**src/rtl/arm_mem_arb_pkg.sv**
```systemverilog
// Shared types and widths for the fetch/data memory arbiter.
package arm_mem_arb_pkg;

   localparam int ARM_WORD_ADDR_W = 30;
   localparam int ARM_DATA_W      = 32;

   typedef enum logic [1:0] {
      IDLE   = 2'd0,
      BUSY_I = 2'd1,
      BUSY_D = 2'd2
   } arb_state_e;

   typedef struct packed {
      logic                       we;
      logic [ARM_WORD_ADDR_W-1:0] addr;
      logic [ARM_DATA_W-1:0]      wdata;
   } mem_cmd_t;

endpackage

```
**src/rtl/arm_mem_arb_pick.sv**
```systemverilog
// Winner select: data has priority unless fetch has been starved to the limit.
module arm_mem_arb_pick (
   input  logic if_req,
   input  logic d_req,
   input  logic starved,
   output logic pick_i,
   output logic pick_d
);

   assign pick_d = d_req && !(if_req && starved);
   assign pick_i = if_req && !pick_d;

endmodule

```
**src/rtl/arm_mem_arbiter.sv**
```systemverilog
// Single-port memory arbiter between instruction fetch and data load/store.
// Optional wait-cycle statistics ports are built when ARM_MEM_ARB_STATS_EN is defined.
module arm_mem_arbiter
   import arm_mem_arb_pkg::*;
#(
   parameter int MAX_STARVE     = 4,
   parameter int TIMEOUT_CYCLES = 64
) (
   input  logic                       clk,
   input  logic                       rst_n,
   input  logic                       if_req,
   input  logic [ARM_WORD_ADDR_W-1:0] if_addr,
   output logic                       if_gnt,
   output logic                       if_valid,
   output logic [ARM_DATA_W-1:0]      if_rdata,
   input  logic                       d_req,
   input  logic                       d_we,
   input  logic [ARM_WORD_ADDR_W-1:0] d_addr,
   input  logic [ARM_DATA_W-1:0]      d_wdata,
   output logic                       d_gnt,
   output logic                       d_valid,
   output logic [ARM_DATA_W-1:0]      d_rdata,
   output logic                       mem_req,
   output logic                       mem_we,
   output logic [ARM_WORD_ADDR_W-1:0] mem_addr,
   output logic [ARM_DATA_W-1:0]      mem_wdata,
   input  logic [ARM_DATA_W-1:0]      mem_rdata,
   input  logic                       mem_ready,
`ifdef ARM_MEM_ARB_STATS_EN
   input  logic                       stats_clr,
   output logic [15:0]                if_wait_cnt,
   output logic [15:0]                d_wait_cnt,
`endif
   output logic                       timeout_err
);

   arb_state_e state, state_nxt;
   mem_cmd_t   cmd_q, cmd_nxt;
   logic [3:0] starve_cnt;
   logic [7:0] tmo_cnt;
   logic       pick_i, pick_d, starved, busy, abort, done;
   logic       if_gnt_nxt, d_gnt_nxt, if_valid_nxt, d_valid_nxt, mem_req_nxt, tmo_err_nxt;
   logic [ARM_DATA_W-1:0] rd_val, if_rdata_nxt, d_rdata_nxt;

   assign starved = (starve_cnt == 4'(MAX_STARVE));
   assign busy    = (state != IDLE);
   // A completion arriving on the last allowed cycle beats the timeout.
   assign abort   = busy && (TIMEOUT_CYCLES != 0) && (tmo_cnt == 8'(TIMEOUT_CYCLES - 1)) && !mem_ready;
   assign done    = busy && (mem_ready || abort);
   assign rd_val  = mem_ready ? mem_rdata : '0;

   arm_mem_arb_pick u_pick (
      .if_req  (if_req),
      .d_req   (d_req),
      .starved (starved),
      .pick_i  (pick_i),
      .pick_d  (pick_d)
   );

   always_ff @(posedge clk or negedge rst_n) begin
      if (!rst_n) state <= IDLE;
      else        state <= state_nxt;
   end

   always_comb begin
      state_nxt = state;
      case (state)
         IDLE:          if (pick_i)      state_nxt = BUSY_I;
                        else if (pick_d) state_nxt = BUSY_D;
         BUSY_I, BUSY_D: if (done)       state_nxt = IDLE;
         default:       state_nxt = IDLE;
      endcase
   end

   always_comb begin
      if_gnt_nxt   = (state == IDLE) && pick_i;
      d_gnt_nxt    = (state == IDLE) && pick_d;
      if_valid_nxt = (state == BUSY_I) && done;
      d_valid_nxt  = (state == BUSY_D) && done;
      mem_req_nxt  = (state == IDLE) ? (pick_i || pick_d) : !done;
      tmo_err_nxt  = timeout_err || abort;
      cmd_nxt      = cmd_q;
      if_rdata_nxt = if_rdata;
      d_rdata_nxt  = d_rdata;
      if (if_gnt_nxt) cmd_nxt = '{we: 1'b0, addr: if_addr, wdata: '0};
      if (d_gnt_nxt)  cmd_nxt = '{we: d_we, addr: d_addr, wdata: d_wdata};
      if (if_valid_nxt) if_rdata_nxt = rd_val;
      if (d_valid_nxt)  d_rdata_nxt  = cmd_q.we ? '0 : rd_val;
   end

   always_ff @(posedge clk or negedge rst_n) begin
      if (!rst_n) begin
         if_gnt      <= 1'b0;
         d_gnt       <= 1'b0;
         if_valid    <= 1'b0;
         d_valid     <= 1'b0;
         mem_req     <= 1'b0;
         timeout_err <= 1'b0;
         cmd_q       <= '0;
         if_rdata    <= '0;
         d_rdata     <= '0;
      end else begin
         if_gnt      <= if_gnt_nxt;
         d_gnt       <= d_gnt_nxt;
         if_valid    <= if_valid_nxt;
         d_valid     <= d_valid_nxt;
         mem_req     <= mem_req_nxt;
         timeout_err <= tmo_err_nxt;
         cmd_q       <= cmd_nxt;
         if_rdata    <= if_rdata_nxt;
         d_rdata     <= d_rdata_nxt;
      end
   end

   assign mem_we    = cmd_q.we;
   assign mem_addr  = cmd_q.addr;
   assign mem_wdata = cmd_q.wdata;

   // Starvation only accrues when data beats a waiting fetch.
   always_ff @(posedge clk or negedge rst_n) begin
      if (!rst_n)
         starve_cnt <= '0;
      else if (if_gnt_nxt)
         starve_cnt <= '0;
      else if (d_gnt_nxt && if_req && !starved)
         starve_cnt <= starve_cnt + 4'd1;
   end

   always_ff @(posedge clk or negedge rst_n) begin
      if (!rst_n)                                tmo_cnt <= '0;
      else if (!busy || done)                    tmo_cnt <= '0;
      else if (tmo_cnt != 8'hFF)                 tmo_cnt <= tmo_cnt + 8'd1;
   end

`ifdef ARM_MEM_ARB_STATS_EN
   always_ff @(posedge clk or negedge rst_n) begin
      if (!rst_n) begin
         if_wait_cnt <= '0;
         d_wait_cnt  <= '0;
      end else if (stats_clr) begin
         if_wait_cnt <= '0;
         d_wait_cnt  <= '0;
      end else begin
         if (if_req && !if_gnt && if_wait_cnt != 16'hFFFF) if_wait_cnt <= if_wait_cnt + 16'd1;
         if (d_req && !d_gnt && d_wait_cnt != 16'hFFFF)    d_wait_cnt  <= d_wait_cnt + 16'd1;
      end
   end
`endif

endmodule

```
**config.mk**
```make
export PLATFORM = sky130hd
export DESIGN_NAME = arm_mem_arbiter
export DESIGN_NICKNAME = d
export VERILOG_FILES = /design/src/rtl/arm_mem_arb_pkg.sv /design/src/rtl/arm_mem_arb_pick.sv /design/src/rtl/arm_mem_arbiter.sv
export SDC_FILE = /design/constraint.sdc
export NUM_CORES = 1
export LEC_CHECK = 0
export ABC_AREA = 0
export CAP_MARGIN = 20
export CORE_ASPECT_RATIO = 1.2
export CORE_MARGIN = 5
export CORE_UTILIZATION = 50
export DETAILED_ROUTE_END_ITERATION = 7
export DONT_BUFFER_PORTS = 1
export PLACE_DENSITY_LB_ADDON = 0.08
export REMOVE_ABC_BUFFERS = 1
export SYNTH_ARGS = -nofsm -noshare
export SYNTH_HDL_FRONTEND = slang
export SYNTH_SLANG_ARGS = --single-unit
export TNS_END_PERCENT = 50
```
**constraint.sdc**
```tcl
create_clock -name clk -period 5.05 [get_ports clk]
set_clock_uncertainty 0.1 [all_clocks]
set_input_delay 0.505 -clock clk [delete_from_list [all_inputs] [get_ports clk]]
set_output_delay 0.505 -clock clk [all_outputs]
set_load 0.05 [all_outputs]
```
After elaboration in Yosys (flattened, before gate mapping)

Cells that the tools add are included.

Multiplexer cells: 13
Add/subtract/negate cells: 2
Reduce and logical (&&, ||, !) cells: 29
Equal/unequal tests: 7

Operators with widths:

| kind                | number |
|---|---|
| $mux 63             | 2 |
| $mux 32             | 2 |
| $mux 8              | 2 |
| $logic_and 1x1->1   | 12 |
| $add 8x1->8 const B | 1 |
| $eq 8x6->1 const B  | 1 |
| $mux 4              | 2 |
| $ne 8x8->1 const B  | 1 |
| $reduce_bool 2->1   | 4 |
| $logic_not 1->1     | 6 |
| $mux 2              | 3 |
| $add 4x1->4 const B | 1 |
| $eq 4x3->1 const B  | 1 |
| $logic_or 1x1->1    | 4 |
| $pmux 2 s2          | 1 |
| $ne 3x3->1 const B  | 1 |
| $eq 2x1->1 const B  | 1 |
| $eq 2x2->1 const B  | 1 |
| $logic_not 2->1     | 1 |
| $ne 2x2->1 const B  | 1 |
| $reduce_and 2->1    | 1 |
| $reduce_or 2->1     | 1 |
| $mux 1              | 1 |

Word-level logic and storage cells: 65
Output and inout port bits: 133
Flip-flop bits (word level): 147
Input bits: 130

Longest topological paths before layout

Gate-level depths: netlist of run 1.

Word-level depth: 9
Mapped depth: 7
Mapped depth without buffers: 6

Modules after synthesis

Synthesis of run 1 repeated with hierarchy kept, for this count alone.

Cell total of the unflattened synthesis: 590
Area total of the unflattened synthesis: 6,394.9 µm²

By module, submodules not included:

| module           | times used | seq. area each (µm²) | area an instance (µm²) | cells each |
|---|---|---|---|---|
| arm_mem_arbiter  | 1          | 3,678.5              | 6,376.1                | 587 |
| arm_mem_arb_pick | 1          | 0.0                  | 18.8                   | 3 |

Worst setup path before layout of run 1

No wires, ideal clock.

Path type: register to register
From: reg state[0]
To: reg cmd_q (netlist bit mem_addr[1])
Setup slack: 3,266 ps
Arrival: 1,561 ps
Library setup time: 123 ps
Period minus slack after synthesis: 1,784 ps
Cell stages (with the launch flop): 8
Buffers on the path: 2
Data required time: 4,827 ps
Cells stage by stage: dfrtp_1 inv_1 ha_1 buf_2 and2_1 o21ai_1 buf_2 o221a_2

Longest elaborated chain between the ends: 3
Elaborated cells on any way between the ends: 5
Classes of those cells: 1 x mux; 4 x reduce/logical

Ends and longest elaborated chain:

| element                                      | line                                         | RTL |
|---|---|---|
| from (decl)                                  | arm_mem_arbiter.sv:37                        | `arb_state_e state, state_nxt;` |
| from (signal assigned)                       | arm_mem_arbiter.sv:62                        | `else state <= state_nxt;` |
| $logic_not 2->1 *                            | arm_mem_arbiter.sv:76, arm_mem_arbiter.sv:77 |  |
| $logic_and 1x1->1 (on tied branches)         | arm_mem_arbiter.sv:77, arm_mem_arbiter.sv:76 |  |
| $mux 63 or $reduce_bool 2->1 (tied branches) | -                                            |  |
| to (signal assigned)                         | arm_mem_arbiter.sv:109                       | `cmd_q <= cmd_nxt;` |
| to (decl)                                    | arm_mem_arbiter.sv:38                        | `mem_cmd_t cmd_q, cmd_nxt;` |

Mark *: on every way between the ends. The rest lies on a longest branch, timed or not.
A chain may end at the register's enable or synchronous reset.

Worst setup path after layout of run 1

From: reg tmo_cnt[0]
To: reg d_rdata[31]

Longest elaborated chain between the ends: 6

Ends and longest elaborated chain:

| element                         | line                   | RTL |
|---|---|---|
| from (decl)                     | arm_mem_arbiter.sv:40  | `logic [7:0] tmo_cnt;` |
| from (signal assigned)          | arm_mem_arbiter.sv:132 | `else if (tmo_cnt != 8'hFF) tmo_cnt <= tmo_cnt + 8'd1;` |
| $eq 8x6->1                      | arm_mem_arbiter.sv:48  | `assign abort = busy && (TIMEOUT_CYCLES != 0) && (tmo_cnt == 8'(TIMEOUT_CYCLES - 1)) && !mem_ready;` |
| $logic_and 1x1->1 (2 in series) | arm_mem_arbiter.sv:48  |  |
| $logic_or 1x1->1                | arm_mem_arbiter.sv:49  | `assign done = busy && (mem_ready \|\| abort);` |
| $logic_and 1x1->1               | arm_mem_arbiter.sv:49  |  |
| $logic_and 1x1->1               | arm_mem_arbiter.sv:79  | `d_valid_nxt = (state == BUSY_D) && done;` |
| to (signal assigned)            | arm_mem_arbiter.sv:111 | `d_rdata <= d_rdata_nxt;` |
| to (decl)                       | arm_mem_arbiter.sv:22  | `output logic [ARM_DATA_W-1:0] d_rdata,` |

No other way between the ends.

==> results.cfg, run 1 <==
[critical_path]
worstSetupPathType = reg -> reg
r2r_cells = 5
crit_fanout = 38
startpoint = tmo_cnt[0]
startpoint_type = flip-flop
r2r_slack_ns = 2.55
end_kind = flip-flop
arrival_ns = 2.75
r2r-start = tmo_cnt[0]
reg2reg_to = d_rdata[31]
crit_end = d_rdata[31]
worstPathRequired_ns = 5.31

[synth]
synthCells = 500
yosysWarnings = 0
synth-seq-cells = 147
synth_commonest_cells = dfrtp_1 (147), a22o_1 (97), a21o_1 (64)
synth_enable_flop_cells = 0
synth_area_mm2 = 0.006319
ys_types = 47
ys_async_sr_fraction_pct = 100.0
syn_area_per_cell_um2 = 12.64
netlist.area_leader.share_pct = 58.22
synth.area.top_cells = dfrtp_1 (58%), a22o_1 (13%), a21o_1 (7.6%), o221a_2 (5.0%), nand2b_1 (3.3%)
yosys.area.top_type = dfrtp_1
synth_most_common_cell = dfrtp_1
yosysSeqAreaShare_pct = 58.22
postSynth.topFlopCell = dfrtp_1

[route]
first_iter_violations = 375
routedWlPerCell_um = 24.54
viasPerCell = 6.568
drc = 0
drt-total-wl_um = 16290
first_pass_iters = 4
ant_nets = 0
num_vias = 4361

[die]
core_mm2 = 0.01250
die_height_um = 133.1
num_io_pins = 263
die_w_um = 112.6
start_util_pct = 50.55
die-area_mm2 = 0.01499
rows = 45

[layout]
nets = 623
design_area_mm2 = 0.007029
num_antenna_cells = 0
regArea_mm2 = 0.003679
final.fill_count = 1062
multi_input_area_mm2 = 0.002442
drive_above_1_share_pct = 15.40
area_growth_pct = 11.25
post-route-util_pct = 56.24
finalNonFillerCells = 664

[clock_tree]
htree_levels = 4
clk_pin_slew_ns = 0.07
insertion_delay_ns = 0.41
post_cts_buffers = 0
cts_root_buffer = clkbuf_16
cts_resized = 0
cts_sinks = 147
cts_buffers = 17
cts_tree = yes
max-clock-path-buffers = 2
cts_hold_buf = 1

[sta]
max_slew.worst_pin.slew_ns = 0.7703
fin_setup_tns_ns = 0
finalCritPeriodShare_pct = 49.48
setup-violations-final = 0
holdWs_ns = -0.002077
slew_headroom_pct = 48.53
fin_ws_ns = 2.551
rsz0062_at_grt = no
final_max_slew_viol_count = 0
max_freq_mhz = 400.2
period_needed_ns = 2.499
hold_viol = 2

[hold_path]
worstHoldPathType = in -> async

[global_routing]
grt.total_usage_pct = 21.61
antenna_found_initial = 0
grt_max_degree = 148
grt_pass1_vias = 4463
grt_overflow = 0
grt_pass1_wl_um = 25430

[power_and_ir_drop]
p_leak_nw = 2.849
p_total_mw = 5.905
power.density_mw_per_mm2 = 840.1
ir_worst_vdd_uv = 418.8

[placed_design]
placement.cell_area_mm2 = 0.006420
post-place-ws_ns = 2.547
placed_cells = 631
gp_congestion = 0.7865
io_buffer_count = 0
dpl.hpwl_um = 11180

[outcome]
violations = negative hold slack
status = finished with violations

[job]
cap_violations = 0
## state kept, by name (all words and copies together) (netlist names)
register and count:
starve_cnt 4, mem_we 1, d_rdata 32, mem_addr 30, tmo_cnt 8, d_valid 1, timeout_err 1, if_valid 1
state 2, if_gnt 1, d_gnt 1, if_rdata 32, mem_req 1, mem_wdata 32
## power breakdown
| part | switching [mW] | internal, mW |
|---|---|---|
| clock | 0.519 | 0.707 |
| sequential | 1.95 | 1.59 |
| combinational | 0.493 | 0.652 |
## area by class of cell
| class | count | share of cell area [%] |
|---|---|---|
| clock buffers | 18 | 6.248 |
| clock inverters | 14 | 2.029 |
| inverters | 9 | 0.4806 |
| multi-input cells | 303 | 34.75 |
| flip-flops and latches | 147 | 52.33 |
| well taps | 164 | 2.919 |
| repair buffers | 9 | 1.246 |
## routing by layer
metal  track usage, %  part of all wire [%]  wire length [µm]  vias up
met4            9.619                   3.0               490        0
met3            9.950                    11              1793       33
met1            25.99                    38              6131     2203
met5                0                     0                 0        -
met2            33.33                    48              7878      231
li1                 -                     -                 -     1894
## logic make-up after synthesis
| group | Yosys count | synth area share [%] |
|---|---|---|
| adder cells (fa/ha/maj) | 6 | 1.188 |
| multiplexers | 2 | 0.3168 |
| flip-flops | 147 | 58.22 |
| AO/OA/AOI/OAI | 219 | 29.52 |
| AND/OR/NAND/NOR | 76 | 7.089 |
| buffers and inverters | 50 | 3.663 |
## worst min-delay path by stage
stage	start	to	slack, ns	depth (start not counted)
global route	rst_n	if_rdata[9]	0.04	1
finish	rst_n	if_rdata[0]	-0.002	1
global placement	rst_n	if_rdata[24]	0.11	0
CTS	rst_n	d_rdata[31]	0.03	1
detailed placement	rst_n	d_rdata[24]	0.11	0
floorplan	rst_n	d_gnt	0.11	0
## cell usage in the layout (no fill, tap or decap), drive strengths merged, types with 2 or more instances in the layout
master / Yosys / layout
clkinvlp: 0 / 2
o211ai: 2 / 2
and4: 2 / 2
a211oi: 2 / 2
o221a: 30 / 30
nor3: 4 / 4
nor2: 4 / 4
nand3: 9 / 9
a22o: 97 / 97
and3b: 2 / 2
clkinv: 0 / 4
o21bai: 2 / 2
inv: 9 / 16
o21ai: 7 / 7
ha: 6 / 6
nand4: 2 / 2
and3: 3 / 3
nand2b: 33 / 33
dfrtp: 147 / 147
clkbuf: 17 / 18
a21boi: 2 / 2
nand2: 10 / 10
buf: 24 / 9
mux2i: 2 / 2
a21oi: 5 / 5
a21o: 64 / 64
## critical path, cell delays in order, from the launching register on
cell and delay (ns):
dfrtp_1 0.43, ha_1 0.27, and4_1 0.28, a21oi_4 0.66, buf_4 0.50, a21o_1 0.19
Note: power is estimated with default switching activity, not from simulation.
==> inputs of run 2 (changes only) <==
--- a/config.mk
+++ b/config.mk
@@ -5,7 +5,7 @@
 export SDC_FILE = /design/constraint.sdc
 export NUM_CORES = 1
 export LEC_CHECK = 0
-export ABC_AREA = 0
+export ABC_AREA = 1
 export CAP_MARGIN = 20
 export CORE_ASPECT_RATIO = 1.2
 export CORE_MARGIN = 5
==> constraint.sdc (replaced) <==
create_clock -name clk -period 2.4 [get_ports clk]
set_clock_uncertainty 0.1 [all_clocks]
set_input_delay 0.24 -clock clk [delete_from_list [all_inputs] [get_ports clk]]
set_output_delay 0.24 -clock clk [all_outputs]
set_load 0.05 [all_outputs]
==> run 2 against run 1 <==
The run still ends with negative hold slack left. Register-to-register slack lost 2.4 ns. Non-clock buffer count is 130 higher. Largest power group unchanged. Sequential share of layout area decreased by 8.7 points. Clock-buffer cell count is 1 higher. Combinational power grew to 2.6 times the previous value. First-iteration DRC count is 38% higher. Hold slack got worse by 0.58 ns. Synthesized cell count rose by 50%.
==> results.cfg, run 2 <==
[layout]
nets = 991
layout_common_cells = nand2_1 (232), dfrtp_1 (147), dlygate4sd3_1 (125)
num_antenna_cells = 0
finalNonFillerCells = 1032
drive_above_1_share_pct = 7.143
area_growth_pct = 30.96
final_common_cell = nand2_1
post-route-util_pct = 66.55
design_area_mm2 = 0.008431

[route]
first_iter_violations = 518
routedWlPerCell_um = 17.90
first_pass_iters = 5
drt-total-wl_um = 18480
viasPerCell = 5.554
drc = 0
num_vias = 5732
ant_nets = 0

[sta]
slew_headroom_pct = 64.17
hold_viol = 147
fin_setup_tns_ns = 0
max_slew.worst_pin.slew_ns = 0.5374
final_max_slew_viol_count = 0
setup-violations-final = 0
max_freq_mhz = 443.7
finalCritPeriodShare_pct = 93.92
holdWs_ns = -0.5799
fin_ws_ns = 0.1460
period_needed_ns = 2.254
rsz0062_at_grt = no

[placed_design]
dpl.hpwl_um = 10910
gp_congestion = 0.7963
placement.cell_area_mm2 = 0.006497
post-place-ws_ns = 0.3313
io_buffer_count = 0
placed_cells = 874

[global_routing]
met2_usage_pct = 38.74
grt_pass1_wl_um = 29060
grt-busiest-layer = met2
grt_overflow = 0
grt_max_degree = 148
met1_usage_pct = 28.77
grt_pass1_vias = 5718
grt.total_usage_pct = 23.67
met3_usage_pct = 7.897
antenna_found_initial = 0

[synth]
yosys.area.top_type = dfrtp_1
synth_area_mm2 = 0.006437
postSynth.topFlopCell = dfrtp_1
yosysWarnings = 0
synth.area.top_cells = dfrtp_1 (57%), nand2_1 (14%), o21ai_0 (5.4%), nor2_1 (4.7%), o21ai_1 (3.7%)
ys_async_sr_fraction_pct = 100.0
yosysSeqAreaShare_pct = 57.14
synth-seq-cells = 147
synth_most_common_cell = nand2_1
synthCells = 748
syn_area_per_cell_um2 = 8.606
synth_enable_flop_cells = 0
synth_commonest_cells = nand2_1 (233), dfrtp_1 (147), nor2_1 (81)
ys_types = 27
netlist.area_leader.share_pct = 57.14

[critical_path]
end_kind = flip-flop
cpLargestDelayFamily = buffers and inverters
crit_slowest_cell = dlygate4sd3_1
crit_fanout = 37
slowest_delay_ns = 0.56
arrival_ns = 2.50
worstPathRequired_ns = 2.65
startpoint_type = flip-flop
worstSetupPathType = reg -> reg
worst-path-buf-inv = 5
path_cells = inv_1, ha_2, inv_2, buf_6, nor2_2, buf_12, nor2_1, a21oi_1, dlygate4sd3_1

[clock_tree]
cts_buffers = 17
clk_pin_slew_ns = 0.06
cts_tree = yes
cts_hold_buf = 126
insertion_delay_ns = 0.41
cts_sinks = 147
htree_levels = 4
cts_root_buffer = clkbuf_16
max-clock-path-buffers = 2

[power_and_ir_drop]
power_frac_comb_pct = 21.9
power.density_mw_per_mm2 = 1629
p_int_mw = 6.324
switching_power_mw = 7.408
clockPowerShare_pct = 20.4
p_total_mw = 13.73
p_leak_nw = 4.096
ir_worst_vdd_uv = 818.6
swShare_pct = 53.95
power_frac_seq_pct = 57.8

[die]
num_io_pins = 263
start_util_pct = 50.81
core_mm2 = 0.01267
rows = 45
die-area_mm2 = 0.01525
die_height_um = 134.3
die_w_um = 113.6

[outcome]
violations = negative hold slack
status = finished with violations

[hold_path]
worstHoldPathType = in -> async

[job]
cap_violations = 0
[run 2: cell families (layout without fill, tap and decap cells)]
| group | count (synthesis) | after routing | share of synthesized area (%) |
|---|---|---|---|
| buf+inv | 65 | 185 | 5.248 |
| compound gates | 158 | 158 | 12.67 |
| xor+xnor | 6 | 6 | 0.8163 |
| fa+ha+maj | 6 | 6 | 1.166 |
| simple gates | 366 | 366 | 22.95 |
| flops | 147 | 147 | 57.14 |
[run 2: area by class of cell]
type                    count  area, µm²
well taps                 164      205.2
flip-flops and latches    147       3679
repair buffers            139       1434
multi-input cells         536       2431
clock inverters            13      173.9
clock buffers              19      452.9
inverters                  14      55.05
fillers                   981       4238
[run 2: worst register-to-register path, stage by stage (launching register included)]
cell	delay, ns
dfrtp_1	0.40
inv_1	0.09
ha_2	0.22
inv_2	0.05
buf_6	0.18
nor2_2	0.18
buf_12	0.19
nor2_1	0.08
a21oi_1	0.14
dlygate4sd3_1	0.56
[run 2: worst paths after layout]
kind                            depth (start not counted)  slack [ns]      endpoint   startpoint
worst max-delay path                                    9        0.15   mem_addr[7]     state[1]
worst min-delay path                                    0       -0.58      if_valid        rst_n
worst max register to register                          9        0.15   mem_addr[7]     state[1]
worst min register to register                          2        0.41        mem_we       mem_we
max in group asynchronous                               0        2.57  mem_addr[25]        rst_n
min in group clk                                        2        0.04  mem_addr[27]  if_addr[27]
[run 2: power by group through the flow]
stage | clock (mW) | sequential (mW) | combinational [mW]
finish | 2.80 | 7.93 | 3.01
CTS | 2.84 | 7.94 | 2.89
floorplan | 0 | 7.74 | 1.76
global placement | 0 | 7.99 | 2.45
detailed placement | 0 | 7.98 | 2.57
global route | 2.94 | 8.05 | 3.40
[run 2: per-layer routing]
metal  wire, µm  share of wire, %
met1       7142                39
met2       8968                49
met3       1835               9.9
met4        530               2.9
met5          0                 0
[run 2: what timing repair did]
item                       4_1_cts  5_1_grt
gates resized for setup          0        9
buffers inserted                 0        0
hold endpoints to repair       277      147
setup endpoints to repair        0       15
==> inputs of run 3 (changes only) <==
--- a/config.mk
+++ b/config.mk
@@ -5,7 +5,7 @@
 export SDC_FILE = /design/constraint.sdc
 export NUM_CORES = 1
 export LEC_CHECK = 0
-export ABC_AREA = 1
+export ABC_AREA = 0
 export CAP_MARGIN = 20
 export CORE_ASPECT_RATIO = 1.2
 export CORE_MARGIN = 5
==> run 3 against run 2 <==
Largest power group unchanged. Cell count shrank 23%. Clock-buffer cell count is 1 lower. Clock power decreased by 7.1%. Design area decreased by 0.64%. Hold slack hardly changed. Non-clock buffer count grew 1. The flow still finishes with violations (negative hold slack).
==> results.cfg, run 3 (synthesis results as in run 1) <==
[placed_design]
dpl.hpwl_um = 11240
post-place-ws_ns = 0.2455
placed_cells = 635
io_buffer_count = 0
gp_congestion = 0.7845

[outcome]
status = finished with violations
violations = negative hold slack

[hold_path]
worstHoldPathType = in -> async

[sta]
fin_ws_ns = 0.1864
fin_setup_tns_ns = 0
hold_viol = 147
rsz0062_at_grt = no
holdWs_ns = -0.5803
period_needed_ns = 2.214
setup-violations-final = 0
final_max_slew_viol_count = 0
slew_headroom_pct = 58.33
max_freq_mhz = 451.8
max_slew.worst_pin.slew_ns = 0.6242
finalCritPeriodShare_pct = 92.23

[layout]
final.fill_count = 877
nets = 754
area_growth_pct = 32.57
drive_above_1_share_pct = 12.68
layout_common_cells = dfrtp_1 (147), dlygate4sd3_1 (128), a22o_1 (97)
finalNonFillerCells = 795
post-route-util_pct = 67.02
final_common_cell = dfrtp_1
num_antenna_cells = 0

[critical_path]
worstSetupPathType = reg -> reg
worstPathRequired_ns = 2.65
r2r_slack_ns = 0.19
r2r_cells = 6
startpoint = state[0]
end_kind = flip-flop
r2r-start = state[0]
crit_end = mem_wdata[5]
crit_fanout = 34
reg2reg_to = mem_wdata[5]
startpoint_type = flip-flop
arrival_ns = 2.47

[clock_tree]
cts_tree = yes
htree_levels = 4
cts_buffers = 17
max-clock-path-buffers = 2
post_cts_buffers = 0
cts_root_buffer = clkbuf_16
cts_sinks = 147
insertion_delay_ns = 0.41
cts_hold_buf = 128
clk_pin_slew_ns = 0.07
cts_resized = 0

[global_routing]
grt_pass1_vias = 5184
grt_max_degree = 148
grt.total_usage_pct = 24.05
grt_overflow = 0
antenna_found_initial = 0
grt_pass1_wl_um = 28700

[route]
drc = 0
num_vias = 4892
first_pass_iters = 5
viasPerCell = 6.153
routedWlPerCell_um = 22.93
ant_nets = 0
drt-total-wl_um = 18230
first_iter_violations = 419

[power_and_ir_drop]
ir_worst_vdd_uv = 930.3
p_leak_nw = 3.413
power.density_mw_per_mm2 = 1522
p_total_mw = 12.75

[die]
rows = 45
die_height_um = 133.1
start_util_pct = 50.55
die-area_mm2 = 0.01499
num_io_pins = 263
die_w_um = 112.6
core_mm2 = 0.01250

[job]
cap_violations = 0
-- run 3: cell count changes in the layout (fill, tap and decap cells not counted), moves of 21 or more --
cell      before  now
a21o_1         0   64
a21oi_1       25    4
a22o_1         0   97
nand2_1      232   10
nand2b_1       0   33
nand3_1       40    9
nor2_1        79    4
o21ai_0       70    4
o21ai_1       48    0
o221a_2        0   28
-- run 3: worst min path at each step --
stage,cells past startpoint,start,end
after detailed placement,0,rst_n,d_rdata[24]
final,0,rst_n,d_rdata[24]
after CTS,0,rst_n,mem_addr[29]
after global placement,0,rst_n,d_rdata[24]
after floorplan,0,rst_n,d_gnt
after global routing,0,rst_n,mem_addr[0]
-- run 3: layout make-up --
type,instances,area (µm²),area share (%)
well taps,164,205.2,2.450
flip-flops and latches,147,3679,43.91
clock buffers,18,439.2,5.243
repair buffers,140,1434,17.12
multi-input cells,303,2442,29.16
inverters,9,33.78,0.4033
clock inverters,14,143.9,1.718
-- run 3: power by group --
part / switching, mW / total, mW / internal, mW
combinational: 1.12 / 2.70 / 1.58
sequential: 4.11 / 7.45 / 3.34
clock: 1.11 / 2.60 / 1.49
total: 6.34 / 12.8 / 6.41
-- run 3: stage by stage --
step | hold WS (ns) | area (µm²)
floorplan | -0.1556 | 6121
global placement | -0.1519 | 6513
detailed placement | -0.1515 | 6513
CTS | -0.6029 | 8377
global route | -0.6035 | 8377
finish | -0.5803 | 8377
-- run 3: metal layers --
layer | routed length, µm | global-route usage (%) | vias to the layer above | share of wire (%)
met2 | 9245 | 39.99 | 256 | 51
met3 | 1897 | 9.950 | 27 | 10
met4 | 308 | 8.617 | 0 | 1.7
li1 | - | - | 2154 | -
met1 | 6774 | 27.95 | 2455 | 37
met5 | 0 | 0 | - | 0
-- run 3: worst max-delay path, cell delays in order (launching register included) --
cell	delay (ns)
dfrtp_1	0.41
inv_1	0.10
ha_1	0.41
nand3_1	0.15
buf_4	0.22
inv_2	0.46
a22o_1	0.27
